$ cat src/rtl/axis_header_arbiter.sv
`default_nettype none
// ============================================================================
// Module      : axis_header_arbiter
// Description : Round-robin arbiter that hands one requester's header to a
//               header inserter, then holds ownership until the inserter's
//               output stream shows the end of the packet.
// Revision    : 1.0 - initial release
// ============================================================================
module axis_header_arbiter #(
  parameter int DATA_WD = 32,
  parameter int NUM_REQ = 4
) (
  input  logic                                    clk,
  input  logic                                    rst_n,
  input  logic [NUM_REQ-1:0]                      req_valid,
  input  logic [NUM_REQ*DATA_WD-1:0]              req_data,
  input  logic [NUM_REQ*DATA_WD/8-1:0]            req_keep,
  input  logic [NUM_REQ*$clog2(DATA_WD/8)-1:0]    req_byte_cnt,
  output logic [NUM_REQ-1:0]                      req_ready,
  output logic                                    valid_insert,
  output logic [DATA_WD-1:0]                      data_insert,
  output logic [DATA_WD/8-1:0]                    keep_insert,
  output logic [$clog2(DATA_WD/8)-1:0]            byte_insert_cnt,
  input  logic                                    ready_insert,
  input  logic                                    valid_out,
  input  logic                                    ready_out,
  input  logic                                    last_out,
  output logic [$clog2(NUM_REQ)-1:0]              grant_id,
  output logic                                    busy
);

  localparam int c_KEEP_WD = DATA_WD / 8;
  localparam int c_CNT_WD  = $clog2(c_KEEP_WD);
  localparam int c_ID_WD   = $clog2(NUM_REQ);

  localparam logic [1:0] c_ST_IDLE = 2'd0;
  localparam logic [1:0] c_ST_HDR  = 2'd1;
  localparam logic [1:0] c_ST_PKT  = 2'd2;

  localparam logic [c_ID_WD-1:0] c_ID_ONE  = c_ID_WD'(1);
  localparam logic [c_ID_WD-1:0] c_ID_LAST = c_ID_WD'(NUM_REQ - 1);
  localparam logic [c_ID_WD:0]   c_ID_MOD  = (c_ID_WD + 1)'(NUM_REQ);

  logic [1:0]             r_state;
  logic [1:0]             w_state_nxt;
  logic [c_ID_WD-1:0]     r_rr_ptr;
  logic [c_ID_WD-1:0]     r_grant_id;
  logic [c_ID_WD-1:0]     w_rr_ptr_nxt;

  logic [2*NUM_REQ-1:0]   w_req_dbl;
  logic [NUM_REQ-1:0]     w_req_rot;
  logic [c_ID_WD-1:0]     w_offset;
  logic [c_ID_WD:0]       w_sum;
  logic                   w_found;
  logic [c_ID_WD-1:0]     w_winner;

  logic                   w_hdr_fire;
  logic                   w_pkt_end;

  // The owner's header is accepted when it is still offered and the inserter takes it.
  assign w_hdr_fire = req_valid[r_grant_id] & ready_insert;
  assign w_pkt_end  = valid_out & ready_out & last_out;

  // Pointer advances past the owner so it becomes lowest priority next round.
  assign w_rr_ptr_nxt = (r_grant_id == c_ID_LAST) ? '0 : (r_grant_id + c_ID_ONE);

  assign grant_id = r_grant_id;

  // Round-robin search: rotate requests so rr_ptr lands on bit 0, take the first set bit.
  always_comb begin
    w_req_dbl = {req_valid, req_valid} >> r_rr_ptr;
    w_req_rot = w_req_dbl[NUM_REQ-1:0];
    w_found   = 1'b0;
    w_offset  = '0;
    for (int k = 0; k < NUM_REQ; k++) begin
      if (!w_found && w_req_rot[k]) begin
        w_found  = 1'b1;
        w_offset = c_ID_WD'(k);
      end
    end
    w_sum = {1'b0, r_rr_ptr} + {1'b0, w_offset};
    if (w_sum >= c_ID_MOD) begin
      w_sum = w_sum - c_ID_MOD;
    end
    w_winner = w_sum[c_ID_WD-1:0];
  end

  // State register plus the grant and round-robin pointer it owns.
  always_ff @(posedge clk or negedge rst_n) begin
    if (!rst_n) begin
      r_state    <= c_ST_IDLE;
      r_rr_ptr   <= '0;
      r_grant_id <= '0;
    end else begin
      r_state <= w_state_nxt;
      if (r_state == c_ST_IDLE && w_found) begin
        r_grant_id <= w_winner;
      end
      if (r_state == c_ST_PKT && w_pkt_end) begin
        r_rr_ptr <= w_rr_ptr_nxt;
      end
    end
  end

  // Next-state: grant from IDLE, header handshake ends HDR, packet end ends PKT.
  always_comb begin
    w_state_nxt = r_state;
    case (r_state)
      c_ST_IDLE: if (w_found)    w_state_nxt = c_ST_HDR;
      c_ST_HDR:  if (w_hdr_fire) w_state_nxt = c_ST_PKT;
      c_ST_PKT:  if (w_pkt_end)  w_state_nxt = c_ST_IDLE;
      default:                   w_state_nxt = c_ST_IDLE;
    endcase
  end

  // Outputs: only HDR exposes the owner's header; everything else stays quiet.
  always_comb begin
    valid_insert    = 1'b0;
    data_insert     = '0;
    keep_insert     = '0;
    byte_insert_cnt = '0;
    req_ready       = '0;
    busy            = (r_state != c_ST_IDLE);
    if (r_state == c_ST_HDR) begin
      valid_insert          = req_valid[r_grant_id];
      data_insert           = req_data[int'(r_grant_id)*DATA_WD +: DATA_WD];
      keep_insert           = req_keep[int'(r_grant_id)*c_KEEP_WD +: c_KEEP_WD];
      byte_insert_cnt       = req_byte_cnt[int'(r_grant_id)*c_CNT_WD +: c_CNT_WD];
      req_ready[r_grant_id] = ready_insert;
    end
  end

endmodule
`default_nettype wire

$ cat config.mk
export PLATFORM = sky130hd
export DESIGN_NAME = axis_header_arbiter
export DESIGN_NICKNAME = d
export VERILOG_FILES = /design/src/rtl/axis_header_arbiter.sv
export SDC_FILE = /design/constraint.sdc
export NUM_CORES = 1
export LEC_CHECK = 0
export CELL_PAD_IN_SITES_DETAIL_PLACEMENT = 0
export CELL_PAD_IN_SITES_GLOBAL_PLACEMENT = 1
export CORE_UTILIZATION = 20
export CTS_CLUSTER_DIAMETER = 30
export DETAILED_ROUTE_END_ITERATION = 8
export PLACE_DENSITY = 0.93
export SETUP_SLACK_MARGIN = 0.02
export SLEW_MARGIN = 15
export SYNTH_ARGS = -nofsm -noshare
export SYNTH_HDL_FRONTEND = slang
export SYNTH_SLANG_ARGS = --single-unit
$ cat constraint.sdc
create_clock -name clk -period 4.8 [get_ports clk]
set_clock_uncertainty 0.15 [all_clocks]
set_input_delay 0.72 -clock clk [delete_from_list [all_inputs] [get_ports clk]]
set_output_delay 0.72 -clock clk [all_outputs]
set_load 0.01 [all_outputs]
==> impl_metrics.toml, run 1 <==
[status]
status = "finished, final reports clean"

[critical_path]
cpMaxStageDelayCell = "mux4_1"
max_stage_delay_ns = 0.65
crit_type = "flip-flop to output port"
required_ns = 3.93
path_max_fanout = 45
start_kind = "flip-flop"
end_kind = "output port"
arrival_ns = 2.46
crit_chain = "buf_4 > mux4_1 > and2_1 > clkdlybuf4s50_1"
rr_worst_depth = 5

[clock_tree]
path_clk_slew_ns = 0.04
cts_num_sinks = 6
cts_tree = "yes"
clock_latency_ns = 0.23
post_cts_buffers = 0
clock-root-buffer = "clkbuf_8"
cts_buffer_depth = 2
htree_levels = 1
cts-hold-fix-buffers = 0
cts_resized = 0
cts_made_buffers = 3

[timing]
final.setup.tns_ns = 0
rsz0062_at_grt = "no"
finalMaxSlewViolations = 0
fin_crit_sh = 0.694
hold_violations = 0
slew_headroom = 0.347
min_period_ns = 3.33
tightest_slew_ns = 0.980
max_freq_mhz = 300
setup_viol = 0

[final_layout]
final_cell_mix = "clkdlybuf4s50_1 (207), and2_1 (40), mux4_1 (29), mux4_2 (10), nor2_1 (6)"
fill_cells = 822
syn2layout_area_growth_pct = 121
drive_above_1_share = 0.0575
ff_latch_area_um2 = 153
layout_commonest_cell = "clkdlybuf4s50_1"
final_nets = 516
multi_input_area_um2 = 1550
n_antenna_cell = 0

[min_path]
hold_depth = 1
hold_class = "flip-flop to flip-flop"

[synth]
synth.net_count = 316
yosys_warnings = 0
yosys.area.top_type_share = 0.422
ys_top_cells_by_area = "mux4_1 (42%), and2_1 (14%), mux4_2 (12%), dfrtp_1 (8.3%), ha_1 (3.5%)"
synth_cells = 149
synth_area_um2 = 1800
ys_types = 27
yosysTopAreaCell = "mux4_1"
avgSynthCellArea_um2 = 12.1
synth_seq_area_share = 0.0832
synth_seq_cells = 6

[global_route]
grt_pass1_vias = 2298
grt_pass1_wl_um = 11900
grt_usage = 0.157
grt_max_degree = 46
overflow = 0
antenna_found_initial = 0

[drt]
routedWlPerCell_um = 16.8
drc = 0
drtIter0Drc = 56
routed_wl_um = 7660
viasPerCell = 4.77
drtPass1Iterations = 4
drtAntennaViolNets = 0
via_count = 2176

[floorplan]
start_util = 0.207
core_um2 = 8720
io_pins = 208
die_w_um = 97.0
fp.dieH_um = 97.0
core.rowCount = 34
dieArea_um2 = 9410

[run]
max_cap_violations = 0

[power]
finalPower_mw = 1.63
max-vdd-ir-drop_mv = 0.347
p_per_area_nw_per_um2 = 411
cellLeakagePower_nw = 1.51

[placement]
gp_congestion = 0.725
place_hpwl_um = 6080
port_buffers = 207
sequential cells by signal (all words and copies together), names as in the netlist:
register and cells:
grant_id 2, r_rr_ptr 2, r_state 2
cells by family after synthesis:
| family | Yosys count | synth area share |
|---|---|---|
| buffers and inverters | 18 | 0.0610 |
| adders and majority gates | 5 | 0.0347 |
| and+or+nand+nor | 66 | 0.212 |
| muxes | 41 | 0.560 |
| AOI/OAI and AO/OA | 12 | 0.0451 |
| xor gates and xnor gates | 1 | 0.00486 |
| DFF | 6 | 0.0832 |
per-layer routing:
layer | GRT usage | wire length (µm) | up-vias
met2 | 0.296 | 4100 | 96
met5 | 0 | 0 | -
li1 | - | - | 1009
met4 | 0.0184 | 48 | 0
met3 | 0.0318 | 468 | 5
met1 | 0.186 | 3030 | 1066
stage by stage:
stage                     instance area [µm²]   util  instances  worst slack (ns)  hold WS (ns)
after global routing                     3980  0.457        456              1.36         0.502
after CTS                                3980  0.457        456              1.42         0.467
after detailed placement                 3940  0.451        452              1.56         0.457
after global placement                   3940  0.451        452              1.59         0.441
after floorplan                          1800      -        149              2.48         0.274
final                                    3980  0.457        456              1.47         0.464
Yosys cell counts (all sizes together):
cell type / number
and2: 40
mux4: 39
buf: 9
nor2: 7
dfrtp: 6
clkbuf: 5
ha: 5
nand2: 5
and3: 4
inv: 4
o21ai: 4
nand3: 3
nor2b: 3
a21oi: 2
mux2: 2
or2: 2
a211o: 1
a2bb2oi: 1
a31o: 1
nand4b: 1
nor4: 1
o211ai: 1
o31a: 1
o41ai: 1
xor2: 1
cell type report:
cell class,count,area share
inverter,4,0.00377
multi-input combinational,125,0.388
tap,108,0.0339
clock buffer,4,0.0113
sequential,6,0.0383
timing repair buffer,209,0.524
worst max-delay path: cells and delay by family (launching register included):
family        cells  cell delay [ns]
mux               1             0.65
simple gates      1             0.17
flops             1             0.33
buf+inv           2             1.05
power breakdown:
group	leakage, nW	internal [mW]	total [mW]	switching (mW)
clock	0.0228	0.0573	0.0815	0.0242
sequential	0.0728	0.0736	0.148	0.0748
combinational	1.41	0.886	1.40	0.519
total	1.51	1.02	1.63	0.618
path summary, 6_finish.rpt:
path	from	endpoint	slack, ns
max in group asynchronous	rst_n	grant_id[1]	3.69
max reg2reg	grant_id[0]	r_state[1]	2.67
min reg2reg	r_state[1]	r_state[1]	0.46
min in group asynchronous	rst_n	r_rr_ptr[1]	0.58
max	grant_id[0]	data_insert[20]	1.47
min	r_state[1]	r_state[1]	0.46
No activity file was read; power rests on OpenSTA's default activity.
==> run 2, diff against run 1 <==
--- a/config.mk
+++ b/config.mk
@@ -7,10 +7,10 @@
 export LEC_CHECK = 0
 export CELL_PAD_IN_SITES_DETAIL_PLACEMENT = 0
 export CELL_PAD_IN_SITES_GLOBAL_PLACEMENT = 1
-export CORE_UTILIZATION = 20
+export CORE_UTILIZATION = 17
 export CTS_CLUSTER_DIAMETER = 30
 export DETAILED_ROUTE_END_ITERATION = 8
-export PLACE_DENSITY = 0.93
+export PLACE_DENSITY = 0.84
 export SETUP_SLACK_MARGIN = 0.02
 export SLEW_MARGIN = 15
 export SYNTH_ARGS = -nofsm -noshare
==> constraint.sdc (replaced) <==
create_clock -name clk -period 3 [get_ports clk]
set_clock_uncertainty 0.15 [all_clocks]
set_input_delay 0.45 -clock clk [delete_from_list [all_inputs] [get_ports clk]]
set_output_delay 0.45 -clock clk [all_outputs]
set_load 0.01 [all_outputs]
==> impl_metrics.toml, run 2 (synthesis results as in run 1) <==
[placement]
place_hpwl_um = 6670
dpl_cell_area_um2 = 4020
port_buffers = 207
gp_congestion = 0.699

[timing]
tightest_slew_ns = 0.452
final.setup.tns_ns = 0
max_freq_mhz = 364
hold_violations = 0
setup_viol = 0
slew_headroom = 0.699
rsz0062_at_grt = "no"
fin_crit_sh = 0.917
min_period_ns = 2.75
finalMaxSlewViolations = 0

[clock_tree]
clock_latency_ns = 0.23
cts-hold-fix-buffers = 0
clock-root-buffer = "clkbuf_8"
path_clk_slew_ns = 0.04
post_cts_buffers = 0
cts_num_sinks = 6
cts_made_buffers = 3
cts_buffer_depth = 2
cts_resized = 0
htree_levels = 1
cts_tree = "yes"

[final_layout]
drive_above_1_share = 0.0655
final_nets = 519
stdcell_area_um2 = 4060
syn2layout_area_growth_pct = 125
utilization = 0.394
fill_cells = 1011
layout_commonest_cell = "clkdlybuf4s50_1"
n_antenna_cell = 0
final_cell_mix = "clkdlybuf4s50_1 (207), and2_1 (40), mux4_1 (29), mux4_2 (10), nor2_1 (6)"

[drt]
routed_wl_um = 7930
drc = 0
routedWlPerCell_um = 16.3
drtPass1Iterations = 4
drtIter0Drc = 71
viasPerCell = 4.52
via_count = 2203
drtAntennaViolNets = 0

[global_route]
antenna_found_initial = 0
grt_pass1_wl_um = 12000
grt_usage = 0.138
grt_max_degree = 28
overflow = 0
grt_pass1_vias = 2340

[critical_path]
cpMaxStageDelayCell = "mux4_1"
arrival_ns = 2.15
max_stage_delay_ns = 0.58
crit_type = "flip-flop to output port"
rr_worst_depth = 7
path_max_fanout = 18
regToRegSetupSlack_ns = 1.06
end_kind = "output port"
reg2reg_to = "grant_id[1]"
crit_chain = "buf_4 > mux4_1 > and2_1 > clkdlybuf4s50_1"
required_ns = 2.40
reg2reg_from = "r_rr_ptr[1]"
start_kind = "flip-flop"

[status]
status = "finished, final reports clean"

[floorplan]
core.rowCount = 37
fp.dieH_um = 105
die_w_um = 105
io_pins = 208
start_util = 0.175
core_um2 = 10300
dieArea_um2 = 11000

[power]
finalPower_mw = 2.66
p_per_area_nw_per_um2 = 655
max-vdd-ir-drop_mv = 0.724
cellLeakagePower_nw = 1.53

[min_path]
hold_class = "primary input to asynchronous set/reset pin"

[run]
max_cap_violations = 0
[run 2: how the worst max path moves through the flow]
stage                       from            endpoint  slack, ns
floorplan            grant_id[0]  byte_insert_cnt[0]       0.95
global placement    req_valid[3]        valid_insert       0.30
detailed placement  req_valid[0]        valid_insert       0.27
CTS                  grant_id[0]  byte_insert_cnt[0]       0.22
global route         grant_id[0]      data_insert[0]       0.16
finish               grant_id[0]      data_insert[2]       0.25
[run 2: where the power goes]
part / leakage [nW] / switching, mW / total [mW] / internal (mW)
clock network: 0.0228 / 0.0363 / 0.128 / 0.0915
logic: 1.44 / 0.863 / 2.33 / 1.47
registers: 0.0728 / 0.0816 / 0.201 / 0.119
total: 1.53 / 0.981 / 2.66 / 1.68
[run 2: final cells by class]
cell class / count / area [µm²] / share of cell area
Clock buffer: 4 / 45.0 / 0.0111
Inverter: 4 / 15.0 / 0.00369
Multi-Input combinational cell: 125 / 1550 / 0.381
Sequential cell: 6 / 153 / 0.0376
Tap cell: 136 / 170 / 0.0419
Timing Repair Buffer: 212 / 2130 / 0.525
[run 2: per-layer routing]
layer | vias up | GRT usage | part of all wire | wire length, µm
met1 | 1063 | 0.145 | 0.37 | 2900
met2 | 114 | 0.278 | 0.55 | 4340
met5 | - | 0 | 0 | 0
met4 | 0 | 0.0322 | 0.017 | 132
li1 | 1014 | - | - | -
met3 | 12 | 0.0262 | 0.069 | 549
[run 2: stage by stage]
stage,hold slack [ns],cells,setup slack (ns)
floorplan,0.00441,149,0.951
global route,0.342,487,0.163
detailed placement,0.457,483,0.269
finish,0.316,487,0.249
global placement,0.442,483,0.298
CTS,0.323,487,0.222
[run 2: critical path, delay by kind of cell (launching register included)]
family | cells | cell delay [ns]
buffers and inverters | 2 | 0.78
muxes | 1 | 0.58
DFF | 1 | 0.38
and+or+nand+nor | 1 | 0.17
